<file path="src/rtl/freq_counter_mc.sv">
// Multi-channel reciprocal frequency counter with a Wishbone register interface.
// Define FC_TIMEOUT_EN to add the TIMEOUT register (0x3) and per-channel watchdogs.

module freq_counter_mc_chan #(
  parameter int COUNT_W     = 32,
  parameter int GATE_W      = 16,
  parameter int SYNC_STAGES = 2
) (
  input  logic               clk_i,
  input  logic               rst_ni,
  input  logic               sig_i,
  input  logic               start_i,
  input  logic               abort_i,
  input  logic [GATE_W-1:0]  gate_i,
  input  logic               clr_done_i,
  input  logic               clr_ovf_i,
`ifdef FC_TIMEOUT_EN
  input  logic [31:0]        tmo_lim_i,
  input  logic               clr_tmo_i,
  output logic               tmo_o,
`endif
  output logic               busy_o,
  output logic               done_o,
  output logic               ovf_o,
  output logic [COUNT_W-1:0] count_o
);
  typedef enum logic [1:0] {IDLE, ARM, MEAS} state_e;

  localparam logic [COUNT_W-1:0] CNT_MAX  = '1;
  localparam logic [COUNT_W-1:0] CNT_ONE  = COUNT_W'(1);
  localparam logic [GATE_W-1:0]  GATE_ONE = GATE_W'(1);

  state_e                 st_q, st_d;
  logic [SYNC_STAGES-1:0] sync_q;
  logic                   prev_q, rise;
  logic [COUNT_W-1:0]     cnt_q, cnt_d, count_q, count_d;
  logic [GATE_W-1:0]      edges_q, edges_d, glim_q, glim_d;
  logic                   done_q, done_d, ovf_q, ovf_d;
`ifdef FC_TIMEOUT_EN
  logic [31:0]            wd_q, wd_d, wd_inc;
  logic                   tmo_q, tmo_d;
  assign wd_inc = wd_q + 32'd1;
`endif

  assign rise = sync_q[SYNC_STAGES-1] & ~prev_q;

  always_comb begin
    st_d    = st_q;
    cnt_d   = cnt_q;
    edges_d = edges_q;
    glim_d  = glim_q;
    count_d = count_q;
    done_d  = done_q & ~clr_done_i;
    ovf_d   = ovf_q & ~clr_ovf_i;
    unique case (st_q)
      IDLE: if (start_i) begin
        st_d    = ARM;
        cnt_d   = '0;
        edges_d = '0;
        done_d  = 1'b0;
        ovf_d   = 1'b0;
      end
      ARM: if (abort_i) st_d = IDLE;
        else if (rise) begin
          st_d    = MEAS;
          cnt_d   = '0;
          edges_d = '0;
          glim_d  = (gate_i == '0) ? GATE_ONE : gate_i;
        end
      MEAS: if (abort_i) st_d = IDLE;
        else begin
          // cnt holds cycles since the opening edge minus one; the closing edge adds it back
          if (cnt_q == CNT_MAX) ovf_d = 1'b1;
          else cnt_d = cnt_q + CNT_ONE;
          if (rise) begin
            if (edges_q + GATE_ONE == glim_q) begin
              st_d    = IDLE;
              done_d  = 1'b1;
              count_d = (cnt_q == CNT_MAX) ? CNT_MAX : cnt_q + CNT_ONE;
            end else edges_d = edges_q + GATE_ONE;
          end
        end
      default: st_d = IDLE;
    endcase
`ifdef FC_TIMEOUT_EN
    wd_d  = wd_q;
    tmo_d = tmo_q & ~clr_tmo_i;
    if (st_q == IDLE) begin
      wd_d = '0;
      if (start_i) tmo_d = 1'b0;
    end else if (!abort_i) begin
      if (rise) wd_d = '0;
      else begin
        wd_d = wd_inc;
        if (tmo_lim_i != '0 && wd_inc == tmo_lim_i) begin
          st_d    = IDLE;
          tmo_d   = 1'b1;
          done_d  = 1'b1;
          count_d = '0;
        end
      end
    end
`endif
  end

  always_ff @(posedge clk_i) begin
    if (!rst_ni) begin
      st_q    <= IDLE;
      sync_q  <= '0;
      prev_q  <= 1'b0;
      cnt_q   <= '0;
      edges_q <= '0;
      glim_q  <= GATE_ONE;
      count_q <= '0;
      done_q  <= 1'b0;
      ovf_q   <= 1'b0;
`ifdef FC_TIMEOUT_EN
      wd_q    <= '0;
      tmo_q   <= 1'b0;
`endif
    end else begin
      st_q    <= st_d;
      sync_q  <= {sync_q[SYNC_STAGES-2:0], sig_i};
      prev_q  <= sync_q[SYNC_STAGES-1];
      cnt_q   <= cnt_d;
      edges_q <= edges_d;
      glim_q  <= glim_d;
      count_q <= count_d;
      done_q  <= done_d;
      ovf_q   <= ovf_d;
`ifdef FC_TIMEOUT_EN
      wd_q    <= wd_d;
      tmo_q   <= tmo_d;
`endif
    end
  end

  assign busy_o  = (st_q != IDLE);
  assign done_o  = done_q;
  assign ovf_o   = ovf_q;
  assign count_o = count_q;
`ifdef FC_TIMEOUT_EN
  assign tmo_o   = tmo_q;
`endif
endmodule

module freq_counter_mc #(
  parameter int CHANNELS    = 4,
  parameter int COUNT_W     = 32,
  parameter int GATE_W      = 16,
  parameter int SYNC_STAGES = 2
) (
  input  logic                clk_i,
  input  logic                ext_rst_i,
  input  logic [31:0]         addr_i,
  input  logic [31:0]         dat_i,
  input  logic                we_i,
  input  logic [3:0]          sel_i,
  input  logic                cyc_i,
  input  logic                stb_i,
  input  logic [CHANNELS-1:0] signal_i,
  output logic [31:0]         dat_o,
  output logic                ack_o,
  output logic                err_o,
  output logic [CHANNELS-1:0] busy_o,
  output logic                irq_o
);
  typedef struct packed {
    logic        we;
    logic [31:0] addr;
    logic [31:0] wdat;
  } wb_req_t;

  typedef struct packed {
    logic        ack;
    logic        err;
    logic [31:0] dat;
  } wb_rsp_t;

`ifdef FC_TIMEOUT_EN
  localparam bit HAS_TMO = 1'b1;
  logic [31:0] timeout_q, timeout_d;
`else
  localparam bit HAS_TMO = 1'b0;
`endif

  wb_req_t                          req;
  wb_rsp_t                          rsp_q, rsp_d;
  logic                             acc, is_cnt, bad, wr, wr_ctrl, wr_stat;
  logic [31:0]                      rdata;
  logic [GATE_W-1:0]                gate_q, gate_d;
  logic [CHANNELS-1:0]              busy_v, done_v, ovf_v, tmo_v;
  logic [CHANNELS-1:0][COUNT_W-1:0] count_v;
  logic                             unused_bits;

  assign unused_bits = ^{sel_i, dat_i};
  assign req = '{we: we_i, addr: addr_i, wdat: dat_i};
  // ack/err high blocks a new access, so every response is exactly one cycle
  assign acc = cyc_i & stb_i & ~rsp_q.ack & ~rsp_q.err;

  always_comb begin
    is_cnt = 1'b0;
    for (int c = 0; c < CHANNELS; c++)
      if (req.addr == 32'(4 + c)) is_cnt = 1'b1;
    bad = !(is_cnt || req.addr < 32'd3 || (HAS_TMO && req.addr == 32'd3)) ||
          (req.we && is_cnt);
    rdata = '0;
    case (req.addr)
      32'd0: rdata = 32'(busy_v);
      32'd1: rdata = {8'h00, 8'(tmo_v), 8'(ovf_v), 8'(done_v)};
      32'd2: rdata = 32'(gate_q);
`ifdef FC_TIMEOUT_EN
      32'd3: rdata = timeout_q;
`endif
      default:
        for (int c = 0; c < CHANNELS; c++)
          if (req.addr == 32'(4 + c)) rdata = 32'(count_v[c]);
    endcase
  end

  assign wr      = acc & req.we & ~bad;
  assign wr_ctrl = wr & (req.addr == 32'd0);
  assign wr_stat = wr & (req.addr == 32'd1);

  always_comb begin
    rsp_d.ack = acc & ~bad;
    rsp_d.err = acc & bad;
    rsp_d.dat = (acc & ~req.we & ~bad) ? rdata : '0;
    gate_d    = (wr && req.addr == 32'd2) ? req.wdat[GATE_W-1:0] : gate_q;
`ifdef FC_TIMEOUT_EN
    timeout_d = (wr && req.addr == 32'd3) ? req.wdat : timeout_q;
`endif
  end

  always_ff @(posedge clk_i) begin
    if (!ext_rst_i) begin
      rsp_q     <= '0;
      gate_q    <= GATE_W'(1);
`ifdef FC_TIMEOUT_EN
      timeout_q <= '0;
`endif
    end else begin
      rsp_q     <= rsp_d;
      gate_q    <= gate_d;
`ifdef FC_TIMEOUT_EN
      timeout_q <= timeout_d;
`endif
    end
  end

  for (genvar c = 0; c < CHANNELS; c++) begin : g_ch
    freq_counter_mc_chan #(
      .COUNT_W(COUNT_W), .GATE_W(GATE_W), .SYNC_STAGES(SYNC_STAGES)
    ) u_chan (
      .clk_i      (clk_i),
      .rst_ni     (ext_rst_i),
      .sig_i      (signal_i[c]),
      .start_i    (wr_ctrl & req.wdat[c]),
      .abort_i    (wr_ctrl & ~req.wdat[c]),
      .gate_i     (gate_q),
      .clr_done_i (wr_stat & req.wdat[c]),
      .clr_ovf_i  (wr_stat & req.wdat[8+c]),
`ifdef FC_TIMEOUT_EN
      .tmo_lim_i  (timeout_q),
      .clr_tmo_i  (wr_stat & req.wdat[16+c]),
      .tmo_o      (tmo_v[c]),
`endif
      .busy_o     (busy_v[c]),
      .done_o     (done_v[c]),
      .ovf_o      (ovf_v[c]),
      .count_o    (count_v[c])
    );
  end

`ifndef FC_TIMEOUT_EN
  assign tmo_v = '0;
`endif

  assign dat_o  = rsp_q.dat;
  assign ack_o  = rsp_q.ack;
  assign err_o  = rsp_q.err;
  assign busy_o = busy_v;
  assign irq_o  = |done_v;
endmodule

</file>
<file path="config.mk">
export PLATFORM = sky130hd
export DESIGN_NAME = freq_counter_mc
export DESIGN_NICKNAME = d
export VERILOG_FILES = /design/src/rtl/freq_counter_mc.sv
export SDC_FILE = /design/constraint.sdc
export NUM_CORES = 1
export LEC_CHECK = 0
export ABC_AREA = 1
export CORE_ASPECT_RATIO = 0.75
export CORE_UTILIZATION = 30
export CTS_BUF_LIST = sky130_fd_sc_hd__clkbuf_8
export DETAILED_ROUTE_END_ITERATION = 10
export PLACE_DENSITY_LB_ADDON = 0.1
export SLEW_MARGIN = 10
export SYNTH_ARGS = -nofsm -noshare
export SYNTH_HDL_FRONTEND = slang
export SYNTH_SLANG_ARGS = --single-unit
</file>
<file path="constraint.sdc">
create_clock -name clk_i -period 2.2 [get_ports clk_i]
set_input_delay 0.44 -clock clk_i [delete_from_list [all_inputs] [get_ports clk_i]]
set_output_delay 0.44 -clock clk_i [all_outputs]
set_load 0.05 [all_outputs]
</file>
---- Yosys cells after proc, flatten, opt, wreduce, memory -nomap -nowiden ----
Cells that the tools add are included.
storage, ports and cells
  register bits ........................... 462
  input bits .............................. 77
  output and inout bits ................... 39
  logic and storage cells ................. 345
cells by class
  add/sub/neg operators ................... 8
  order comparisons ....................... 1
  equal/unequal tests ..................... 62
  muxes and demuxes ....................... 130
  bitwise logic cells ..................... 63
  reduce and logical (&&, ||, !) cells .... 41
operators by type and width
  operator                                                number
  two-way mux 32 bit                                      28
  case mux 32 bit (3 select lines)                        5
  two-way mux 16 bit                                      25
  case mux 16 bit (3 select lines)                        4
  adder 32 x 1 -> 32 bit (second input constant)          4
  equality test 32 x 3 -> 1 bit (second input constant)   4
  equality test 32 bit (second input constant)            4
  adder 16 x 1 -> 16 bit (second input constant)          4
  equality test 16 bit                                    4
  two-way mux 2 bit                                       24
  AND 1 bit                                               39
  inequality test 3 x 1 -> 1 bit (second input constant)  12
  equality test 32 x 1 -> 1 bit (second input constant)   1
  equality test 32 x 2 -> 1 bit (second input constant)   1
  logical NOT 32 bit                                      1
  < comparator 32 x 2 -> 1 bit (second input constant)    1
  two-way mux 1 bit                                       32
  inequality test 2 bit (second input constant)           16
  AND reduction 4 bit                                     8
  AND reduction 7 bit                                     4
  inequality test 2 x 1 -> 1 bit (second input constant)  12
  inverter 1 bit                                          24
  case mux 2 bit (3 select lines)                         4
  AND reduction 6 bit                                     4
  other kinds (13)                                        40

---- Longest topological paths before layout ----
Gate-level depths: netlist (run 1).
  word-level depth ........................ 18
  depth in mapped cells ................... 20
  mapped depth without buffers ............ 18

---- Modules after synthesis ----
From an unflattened synthesis (run 1), not the netlist that was laid out.
unflattened totals
  cells, all modules ...................... 4194
  area, all modules ....................... 26596.8 µm²
by module, submodules not included
  module                                      instances  cells an instance  area each (µm²)  sequential area each (µm²)
  freq_counter_mc_chan at g_ch[0].u_chan ...  3          939                5915.7           2062.0
  freq_counter_mc_chan at g_ch[3].u_chan      1          856                5594.1           2062.0
  freq_counter_mc                             1          521                3255.6           1001.0

---- Least setup slack after synthesis (run 1) ----
No wires, ideal clock.
  path type ............................... register -> register
  start point ............................. register rsp_q, in the netlist ack_o
  end point ............................... register g_ch[3].u_chan.cnt_q[21]
  library setup time ...................... 70 ps
  arrival ................................. 2154 ps
  data required time ...................... 2130 ps
  slack ................................... -24 ps
  cell stages (with the launch flop) ...... 13
  path buffers ............................ 1
  clock period less this slack ............ 2224 ps
  cells stage by stage .................... dfxtp_1 -> nor2_1 -> and3_1 -> inv_1 -> nor2_2 -> nand2_2 -> inv_2 -> nand2_1 -> o21ai_1 -> nor2_2 -> clkbuf_1 -> nand3_1 -> a21oi_1
between the ends
  cells in the longest elaborated chain, start to end .. 9
  elaborated cells between the ends (all ways) .. 12
  classes of those cells .................. 3 x eq/ne; 8 x bitwise; 1 x reduce/logical
RTL lines
  element                                                                                          RTL line  RTL
  start: declaration                                                                               188       wb_rsp_t rsp_q, rsp_d;
  start signal: assignment                                                                         243       rsp_q <= rsp_d;
  inverter 1 bit (*)                                                                               199       assign acc = cyc_i & stb_i & ~rsp_q.ack & ~rsp_q.err;
  AND 1 bit (*) (2 in series)                                                                      199
  AND 1 bit (*) (2 in series)                                                                      221       assign wr = acc & req.we & ~bad;
  AND 1 bit (*)                                                                                    222       assign wr_ctrl = wr & (req.addr == 32'd0);
  AND 1 bit, on equally long branches                                                              259, 258
  inequality test 2 bit (no source line) / inequality test 2 x 1 -> 1 bit (equally long branches)  --
  AND reduction 6 bit (no source line) (*)                                                         --
  end signal: assignment                                                                           125       cnt_q <= cnt_d;
  end: declaration                                                                                 36        logic [COUNT_W-1:0] cnt_q, cnt_d, count_q, count_d;
Every way passes the cells marked *; elsewhere a longest branch is shown, timed or not.
A chain may end at the register's enable or synchronous reset.

---- Final worst setup path (run 1) ----
  start point ............................. register g_ch[2].u_chan.edges_q[1]
  end point ............................... register g_ch[2].u_chan.count_q[14]
between the ends
  cells in the longest elaborated chain, start to end .. 3
RTL lines
  element                               RTL line  RTL
  start: declaration                    37        logic [GATE_W-1:0] edges_q, edges_d, glim_q, glim_d;
  start signal: assignment              126       edges_q <= edges_d;
  adder 16 x 1 -> 16 bit                76        if (edges_q + GATE_ONE == glim_q) begin
  equality test 16 bit                  76
  AND reduction 4 bit (no source line)  --
  end signal: assignment                128       count_q <= count_d;
  end: declaration                      36
No other way between the ends.

==> results of run 1 <==
[layout make-up]
| class | count | area [sq um] | area share |
|---|---|---|---|
| repair buffers | 795 | 7470 | 0.195 |
| clock buffers | 107 | 1470 | 0.0383 |
| inverters | 423 | 1610 | 0.0419 |
| flip-flops and latches | 462 | 9290 | 0.242 |
| clock inverters | 47 | 405 | 0.0106 |
| diodes | 2 | 5.00 | 0.000130 |
| well taps | 1140 | 1430 | 0.0371 |
| multi-input cells | 3045 | 16700 | 0.436 |
[kinds of logic (layout without fill, tap and decap cells)]
logic type,count (synthesis),after routing
buffers and inverters,623,1372
DFF,462,462
and+or+nand+nor,2404,2404
adders and majority gates,8,8
other,0,2
xor gates and xnor gates,126,126
AOI/OAI and AO/OA,507,507
[critical path: cells and delay by family (launching register included)]
family | cells | cell delay (ps)
buf+inv | 5 | 600
simple gates | 13 | 1270
fa+ha+maj | 1 | 180
flops | 1 | 360
[sequential cells by signal, summed over array words and instances (netlist names), 4 cells and up]
signal / flops
dat_o: 32
g_ch.u_chan.cnt_q: 128
g_ch.u_chan.count_o: 128
g_ch.u_chan.done_o: 4
g_ch.u_chan.edges_q: 64
g_ch.u_chan.glim_q: 64
g_ch.u_chan.ovf_o: 4
g_ch.u_chan.prev_q: 4
g_ch.u_chan.st_q: 8
g_ch.u_chan.sync_q: 8
gate_q: 16
[cells in the mapped netlist, types with 3 or more instances]
cell type                   instances  area share
sky130_fd_sc_hd__xnor2_1           34       0.011
sky130_fd_sc_hd__o21ai_0          133       0.025
sky130_fd_sc_hd__a211oi_1           7      0.0020
sky130_fd_sc_hd__o2111ai_1         10      0.0034
sky130_fd_sc_hd__buf_6             12      0.0052
sky130_fd_sc_hd__inv_2             11      0.0016
sky130_fd_sc_hd__nand2_2            8      0.0019
sky130_fd_sc_hd__nor4_1            38      0.0091
sky130_fd_sc_hd__inv_1            411       0.059
sky130_fd_sc_hd__nand3_2            7      0.0027
sky130_fd_sc_hd__nand2_1         1133        0.16
sky130_fd_sc_hd__a21oi_1          280       0.054
sky130_fd_sc_hd__nor2_2            26      0.0062
sky130_fd_sc_hd__or2_2             44       0.011
sky130_fd_sc_hd__nand4_1          106       0.025
sky130_fd_sc_hd__a221oi_1           8      0.0027
sky130_fd_sc_hd__o21ai_1           28      0.0054
sky130_fd_sc_hd__o211ai_1           8      0.0023
sky130_fd_sc_hd__o22ai_1            3     0.00072
sky130_fd_sc_hd__nand3b_1          10      0.0029
sky130_fd_sc_hd__nor3_1            61       0.012
sky130_fd_sc_hd__buf_2             46      0.0088
sky130_fd_sc_hd__buf_4             17      0.0049
sky130_fd_sc_hd__o221ai_1          14      0.0047
sky130_fd_sc_hd__buf_1             10      0.0014
sky130_fd_sc_hd__a31oi_1            8      0.0019
sky130_fd_sc_hd__nand3_1          351       0.067
sky130_fd_sc_hd__nor3_4             3      0.0019
sky130_fd_sc_hd__nor2_1           592       0.085
sky130_fd_sc_hd__nor2_4            12      0.0052
sky130_fd_sc_hd__xor2_1            91       0.031
sky130_fd_sc_hd__dfxtp_1          462        0.35
sky130_fd_sc_hd__ha_1               8      0.0038
sky130_fd_sc_hd__clkbuf_1         114       0.016
[metal layers]
layer / part of all wire / vias to the layer above / GRT usage / routed length [um]
li1: - / 14700 / - / -
met1: 0.53 / 13300 / 0.367 / 55600
met2: 0.38 / 719 / 0.299 / 40300
met3: 0.067 / 138 / 0.0485 / 7030
met4: 0.019 / 0 / 0.0533 / 2040
met5: 0 / - / 0 / 0
[what timing repair did]
item,4_1_cts,5_1_grt
gates cloned,12,17
pin swaps,67,173
setup endpoints to repair,399,461
hold buffers,1,0
gates resized for setup,267,439
endpoints found under the hold margin,14,0
buffers inserted,26,35
[report_power, final]
part | leakage (nW) | total (mW) | switching, mW | internal (mW)
Clock | 1.06 | 9.39 | 4.26 | 5.13
Combinational | 11.8 | 0.552 | 0.339 | 0.213
Sequential | 3.73 | 8.37 | 0.00434 | 8.37
[through the flow]
step	setup TNS, ps	setup slack [ps]
after global placement	-289880	-883
after detailed placement	-299180	-902
final	-44180	-313
after global routing	-96960	-436
after CTS	-49010	-303
after floorplan	0	0.262
[cells in the final DEF, fill, tap and decap left out, types with 56 or more instances in the layout]
master                               n
sky130_fd_sc_hd__a21oi_2            66
sky130_fd_sc_hd__clkdlybuf4s50_1    78
sky130_fd_sc_hd__clkbuf_8          107
sky130_fd_sc_hd__xor2_1             86
sky130_fd_sc_hd__buf_12             56
sky130_fd_sc_hd__dfxtp_1           439
sky130_fd_sc_hd__nand3_1           289
sky130_fd_sc_hd__a21oi_1           212
sky130_fd_sc_hd__o21ai_0           108
sky130_fd_sc_hd__nor2_1            519
sky130_fd_sc_hd__inv_1             424
sky130_fd_sc_hd__nand2_2            89
sky130_fd_sc_hd__buf_4             580
sky130_fd_sc_hd__nand2_1          1003
sky130_fd_sc_hd__nor2_2             62
sky130_fd_sc_hd__nand4_1           106
[worst max-delay path by stage]
| stage | to | cells after the start | slack, ps | from |
|---|---|---|---|---|
| after floorplan | g_ch[0].u_chan.edges_q[10]$_SDFFE_PN0P_ | 15 | 0.3 | g_ch[0].u_chan.edges_q[0]$_SDFFE_PN0P_ |
| after global placement | g_ch[2].u_chan.cnt_q[7]$_SDFFE_PN0P_ | 12 | -880 | cyc_i |
| after detailed placement | g_ch[2].u_chan.cnt_q[7]$_SDFFE_PN0P_ | 15 | -900 | addr_i[5] |
| after CTS | g_ch[2].u_chan.edges_q[13]$_SDFFE_PN0P_ | 20 | -300 | g_ch[2].u_chan.edges_q[1]$_SDFFE_PN0P_ |
| after global routing | g_ch[1].u_chan.count_o[24]$_SDFFE_PN0P_ | 18 | -440 | g_ch[1].u_chan.edges_q[1]$_SDFFE_PN0P_ |
| final | g_ch[2].u_chan.count_o[14]$_SDFFE_PN0P_ | 19 | -310 | g_ch[2].u_chan.edges_q[1]$_SDFFE_PN0P_ |
==> impl_summary.txt, run 1 <==
----------------------------------------------------
[Timing]
  Final max-slew violation count ... 0
  Fraction of the cycle the final worst path needs ... 1.14
  Total count of hold-check failures in the final report ... 0
  Post-route worst setup slack ... -313 ps
  Maximum clock frequency ... 0.398 GHz
  Tightest Pin Transition ... 831 ps
  Worst setup skew after layout ... 48.0 ps
  RSZ-0062 raised after global routing ... yes
  Final setup violating endpoints ... 328
  Min Tclk post-route ... 2510 ps
  Hold WS ... 242 ps
  Max-Slew Margin vs Limit ... 0.446

[CTS]
  CTS tree ... yes
  Root Driver ... sky130_fd_sc_hd__clkbuf_8
  CTS Buffer Depth ... 3
  Count of H-tree levels built during CTS ... 3
  Sinks on Clock Net ... 462
  Worst-path clk slew ... 70 ps
  Clock latency on the worst-skew pair ... 750 ps
  Total CTS buffers ... 85

[Detailed routing]
  Starting DRC count in detailed routing ... 2284
  DRC violation count after routing ... 6
  Drt via density ... 4.79
  Wirelength per Cell ... 17.4 um
  Antenna-violating nets left ... 0
  Wire length reported by the detailed router ... 105000 um
  Number of detailed-route iterations in the first pass ... 11
  Vias post-DR ... 28.9k

[Placement]
  Cells after DPL ... 5780
  Port Buf Inserts ... 95
  Global placer's final weighted congestion ... 0.908
  Placement Cell Area ... 0.0327 sq mm
  Estimated wirelength of the detail-placed design ... 74700 um

[Yosys]
  Post-Syn Area ... 0.0261 sq mm
  Mean cell area of the mapped netlist ... 6.32 sq um
  Number of standard cells after synthesis ... 4130
  Warning count from the yosys run ... 0
  Leading register cell type out of synthesis ... sky130_fd_sc_hd__dfxtp_1
  Synth Area in Adders ... 0.00383
  Net count after synthesis ... 4215
  Dominant combinational cell family by area after synthesis ... simple AND/OR/NAND/NOR gates
  Number of distinct standard cells referenced by the synthesized netlist ... 52
  Fraction of registers with async set/reset ... 0
  Flop and latch count out of synthesis ... 462
  Fraction of the yosys area taken by sequential cells ... 0.354
  EDFF count, synth ... 0
  Post-synthesis share of cell area spent on and, or, nand and nor gates ... 0.397
  Xor and xnor fraction of the mapped netlist area ... 0.0428
  Share of cell area taken by muxes after synthesis ... 0
  Compound-gate portion of the synthesized area ... 0.105

[Floorplan]
  Die W ... 343 um
  Count of boundary I/O pins ... 116
  Core Area ... 0.0860 sq mm
  Die Span Y ... 258 um
  Initial Util ... 0.304
  Die Footprint ... 0.0883 sq mm
  Total number of placement rows ... 93

[Worst setup path]
  Start-to-end type of the worst setup path ... reg -> reg
  Highest-delay cell along the critical path ... sky130_fd_sc_hd__dfxtp_4
  CP arrival ... 3160 ps
  Cells traversed along the worst timing path ... ha_4 -> nand2_4 -> buf_6 -> inv_4 -> nor2_4 -> nand2_1 -> nand2_1 -> nand2_1 -> nor2_2 -> nand3_1 -> nor2_1 -> nand3_2 -> buf_6 -> nor2_4 -> nand3_4 -> buf_12 -> buf_12 -> nor3_4 -> nor2_1
  FF-to-FF setup slack ... -310 ps
  Crit path largest cell delay ... 360 ps
  Required time at the worst-slack endpoint ... 2850 ps
  CP Max Fanout ... 11
  Most prevalent standard cell on the critical path ... sky130_fd_sc_hd__nand2_1
  Number of cells on the worst reg-to-reg path ... 19
  Crit Reg-Reg Endpoint ... g_ch[2].u_chan.count_o[14]$_SDFFE_PN0P_
  Launching element type of the critical path ... register
  RR Startpoint ... g_ch[2].u_chan.edges_q[1]$_SDFFE_PN0P_
  Worst Setup End Kind ... register

[Job]
  Max_cap viols ... 0

[Hold path]
  Worst min-delay path class ... in -> reg
  Min-delay src ... signal_i[3]
  Instance count along the most critical hold path ... 3
  Hold endpoint ... g_ch[3].u_chan.sync_q[0]$_SDFF_PN0_

[GRT]
  First-pass GRT wire length ... 158000 um
  GR Overflow Total ... 0
  Pin count of the biggest net entering global routing ... 110
  Number of global-route vias before repair ... 26.3k
  GRT Resource Usage Total ... 0.229
  Initial antenna violation count ... 3

[Cells and area]
  Final cell utilization of the core ... 0.447
  Layout cell share with drive strength beyond 1 ... 0.287
  Number of nets in the layout ... 4897
  Non-filler instance count after layout ... 6021
  Synth-to-layout area growth ... 47.0%
  Filler Cells Inserted ... 8910
  Summed area of non-filler cells in the final layout ... 0.0384 sq mm

[Power and ir drop]
  Maximum resistive drop on vdd ... 469 uV
  Total power divided by cell area ... 477 mW/mm^2
  Power Total ... 18.3 mW
  Leakage ... 16.6 nW

[Status]
  Failing checks ... DRC, setup timing
  Result of the run ... complete, but fails checks

----------------------------------------------------
No activity file was read; power rests on OpenSTA's default activity.
==> inputs of run 2 (changes only) <==
--- a/config.mk
+++ b/config.mk
@@ -10,6 +10,7 @@
 export CORE_UTILIZATION = 30
 export CTS_BUF_LIST = sky130_fd_sc_hd__clkbuf_8
 export DETAILED_ROUTE_END_ITERATION = 10
+export GPL_TIMING_DRIVEN = 0
 export PLACE_DENSITY_LB_ADDON = 0.1
 export SLEW_MARGIN = 10
 export SYNTH_ARGS = -nofsm -noshare
==> run 2 against run 1 <==
The run still ends with DRC, setup timing left. Combinational power about the same. Non-clock buffer count fell by 372. Critical path depth decreased by 4. Hold slack improved by 0.81 ps. Critical endpoint is now g_ch[1].u_chan.count_o[31]$_SDFFE_PN0P_. Largest power group unchanged.
==> impl_summary.txt, run 2 (same netlist as run 1, synthesis figures left out) <==
----------------------------------------------------
[CTS]
  Clock latency on the worst-skew pair ... 760 ps
  Sinks on Clock Net ... 462
  Root Driver ... sky130_fd_sc_hd__clkbuf_8
  CTS tree ... yes
  CTS Buffer Depth ... 3
  Worst-path clk slew ... 70 ps
  Hold buffer count at cts ... 0
  Total CTS buffers ... 86
  Count of H-tree levels built during CTS ... 3

[Detailed routing]
  Wirelength per Cell ... 19.0 um
  Wire length reported by the detailed router ... 107000 um
  Starting DRC count in detailed routing ... 2487
  Vias post-DR ... 28.0k
  Drt via density ... 4.94
  Antenna-violating nets left ... 0
  Number of detailed-route iterations in the first pass ... 9
  DRC violation count after routing ... 6

[Timing]
  Total count of hold-check failures in the final report ... 0
  Final max-slew violation count ... 0
  Final setup violating endpoints ... 422
  Worst setup skew after layout ... 54.7 ps
  Max-Slew Margin vs Limit ... 0.153
  RSZ-0062 raised after global routing ... yes
  Post-route worst setup slack ... -275 ps
  Fraction of the cycle the final worst path needs ... 1.12
  Min Tclk post-route ... 2470 ps
  Maximum clock frequency ... 0.404 GHz
  Tightest Pin Transition ... 1270 ps

[GRT]
  M3 GR Usage ... 0.0456
  GR Overflow Total ... 0
  Routing usage on met2 ... 0.310
  First-pass GRT wire length ... 157000 um
  GRT Resource Usage Total ... 0.233
  Initial antenna violation count ... 5
  Pin count of the biggest net entering global routing ... 13
  Met1 track demand over resource ... 0.374
  Number of global-route vias before repair ... 25.2k
  Routing layer with the top usage in global route ... met1

[Worst setup path]
  CP Max Fanout ... 9
  Crit path largest cell delay ... 390 ps
  Cells traversed along the worst timing path ... ha_4 -> nand2_4 -> nor2_4 -> buf_6 -> nand3_4 -> xnor3_1 -> nand2_2 -> nor2_4 -> nand3_4 -> nor2_4 -> buf_12 -> inv_8 -> clkbuf_16 -> nor2_4 -> nor2_1
  Most prevalent standard cell on the critical path ... sky130_fd_sc_hd__nor2_4
  Required time at the worst-slack endpoint ... 2810 ps
  Start-to-end type of the worst setup path ... reg -> reg
  Worst Setup End Kind ... register
  Crit path buf inv count ... 4
  Cell family contributing the most delay on the critical path ... simple AND/OR/NAND/NOR gates
  Launching element type of the critical path ... register
  CP arrival ... 3080 ps
  Highest-delay cell along the critical path ... sky130_fd_sc_hd__dfxtp_4

[Hold path]
  Worst min-delay path class ... in -> reg

[Cells and area]
  Most common cell after layout, fill and taps aside ... sky130_fd_sc_hd__nand2_1
  Summed area of non-filler cells in the final layout ... 0.0343 sq mm
  Synth-to-layout area growth ... 31.4%
  Commonest cells after routing, fill and taps aside ... 1035 x sky130_fd_sc_hd__nand2_1, 486 x sky130_fd_sc_hd__nor2_1, 428 x sky130_fd_sc_hd__inv_1
  Non-filler instance count after layout ... 5658
  Layout cell share with drive strength beyond 1 ... 0.199
  Number of nets in the layout ... 4528

[Floorplan]
  Total number of placement rows ... 93
  Core Area ... 0.0860 sq mm
  Initial Util ... 0.304
  Die Footprint ... 0.0883 sq mm
  Die W ... 343 um
  Die Span Y ... 258 um
  Count of boundary I/O pins ... 116

[Status]
  Failing checks ... DRC, setup timing
  Result of the run ... complete, but fails checks

[Placement]
  Global placer's final weighted congestion ... 0.926
  Estimated wirelength of the detail-placed design ... 80600 um
  Pre-CTS worst setup slack ... -1720 ps
  Cells after DPL ... 5364
  Placement Cell Area ... 0.0285 sq mm
  Port Buf Inserts ... 94

[Job]
  Max_cap viols ... 0

[Power and ir drop]
  Total power divided by cell area ... 524 mW/mm^2
  Maximum resistive drop on vdd ... 402 uV
  Leakage ... 14.2 nW

----------------------------------------------------
==> run 2: repair_timing <==
action	in CTS	in global routing
pin swaps	71	146
cloned	5	18
gates resized for setup	371	424
setup endpoints to repair	484	481
buffers inserted	58	50
==> run 2: tightest hold or removal path: cells and delay by family <==
| family | cells | cell delay [ps] |
|---|---|---|
| AND/OR/NAND/NOR | 1 | 60 |
| buffers and inverters | 2 | 430 |
==> run 2: metrics by stage <==
step	hold slack, ps	TNS [ps]	util	total power, mW
after detailed placement	409	-609830	0.331	9.07
after global placement	406	-619810	0.331	9.07
after floorplan	390	0	-	8.78
after CTS	187	-68100	0.373	18.2
after global routing	202	-104920	0.399	18.6
final	242	-53370	0.399	18.0
==> run 2: path summary, 6_finish.rpt <==
check             cells past startpoint                              startpoint                                 endpoint  slack [ps]
hold / removal                        3                             signal_i[1]      g_ch[1].u_chan.sync_q[0]$_SDFF_PN0_         240
setup / recovery                     15  g_ch[1].u_chan.edges_q[1]$_SDFFE_PN0P_  g_ch[1].u_chan.count_o[31]$_SDFFE_PN0P_        -270
setup reg to reg                     15  g_ch[1].u_chan.edges_q[1]$_SDFFE_PN0P_  g_ch[1].u_chan.count_o[31]$_SDFFE_PN0P_        -270
hold reg to reg                       2     g_ch[2].u_chan.sync_q[0]$_SDFF_PN0_      g_ch[2].u_chan.sync_q[1]$_SDFF_PN0_         420
==> run 2: power breakdown <==
| group | switching, mW | leakage (nW) | internal [mW] |
|---|---|---|---|
| logic | 0.374 | 9.35 | 0.178 |
| clock network | 4.14 | 1.05 | 4.94 |
| registers | 0.00338 | 3.76 | 8.35 |
| total | 4.52 | 14.2 | 13.5 |
==> run 2: cell type report <==
| class | instances | area (sq um) |
|---|---|---|
| Clock buffer | 105 | 1450 |
| Fill cell | 9238 | 51700 |
| Sequential cell | 462 | 9370 |
| Buffer | 200 | 1420 |
| Timing Repair Buffer | 223 | 2350 |
| Antenna cell | 5 | 12.5 |
| Multi-Input combinational cell | 3047 | 16300 |
| Tap cell | 1140 | 1430 |
| Clock inverter | 53 | 387 |
| Inverter | 423 | 1600 |
==> run 2: layer usage <==
layer  wire [um]  up-vias
li1            -    14000
met1       56900    13100
met2       41000      813
met3        7500      111
met4        1750        2
met5          12        -
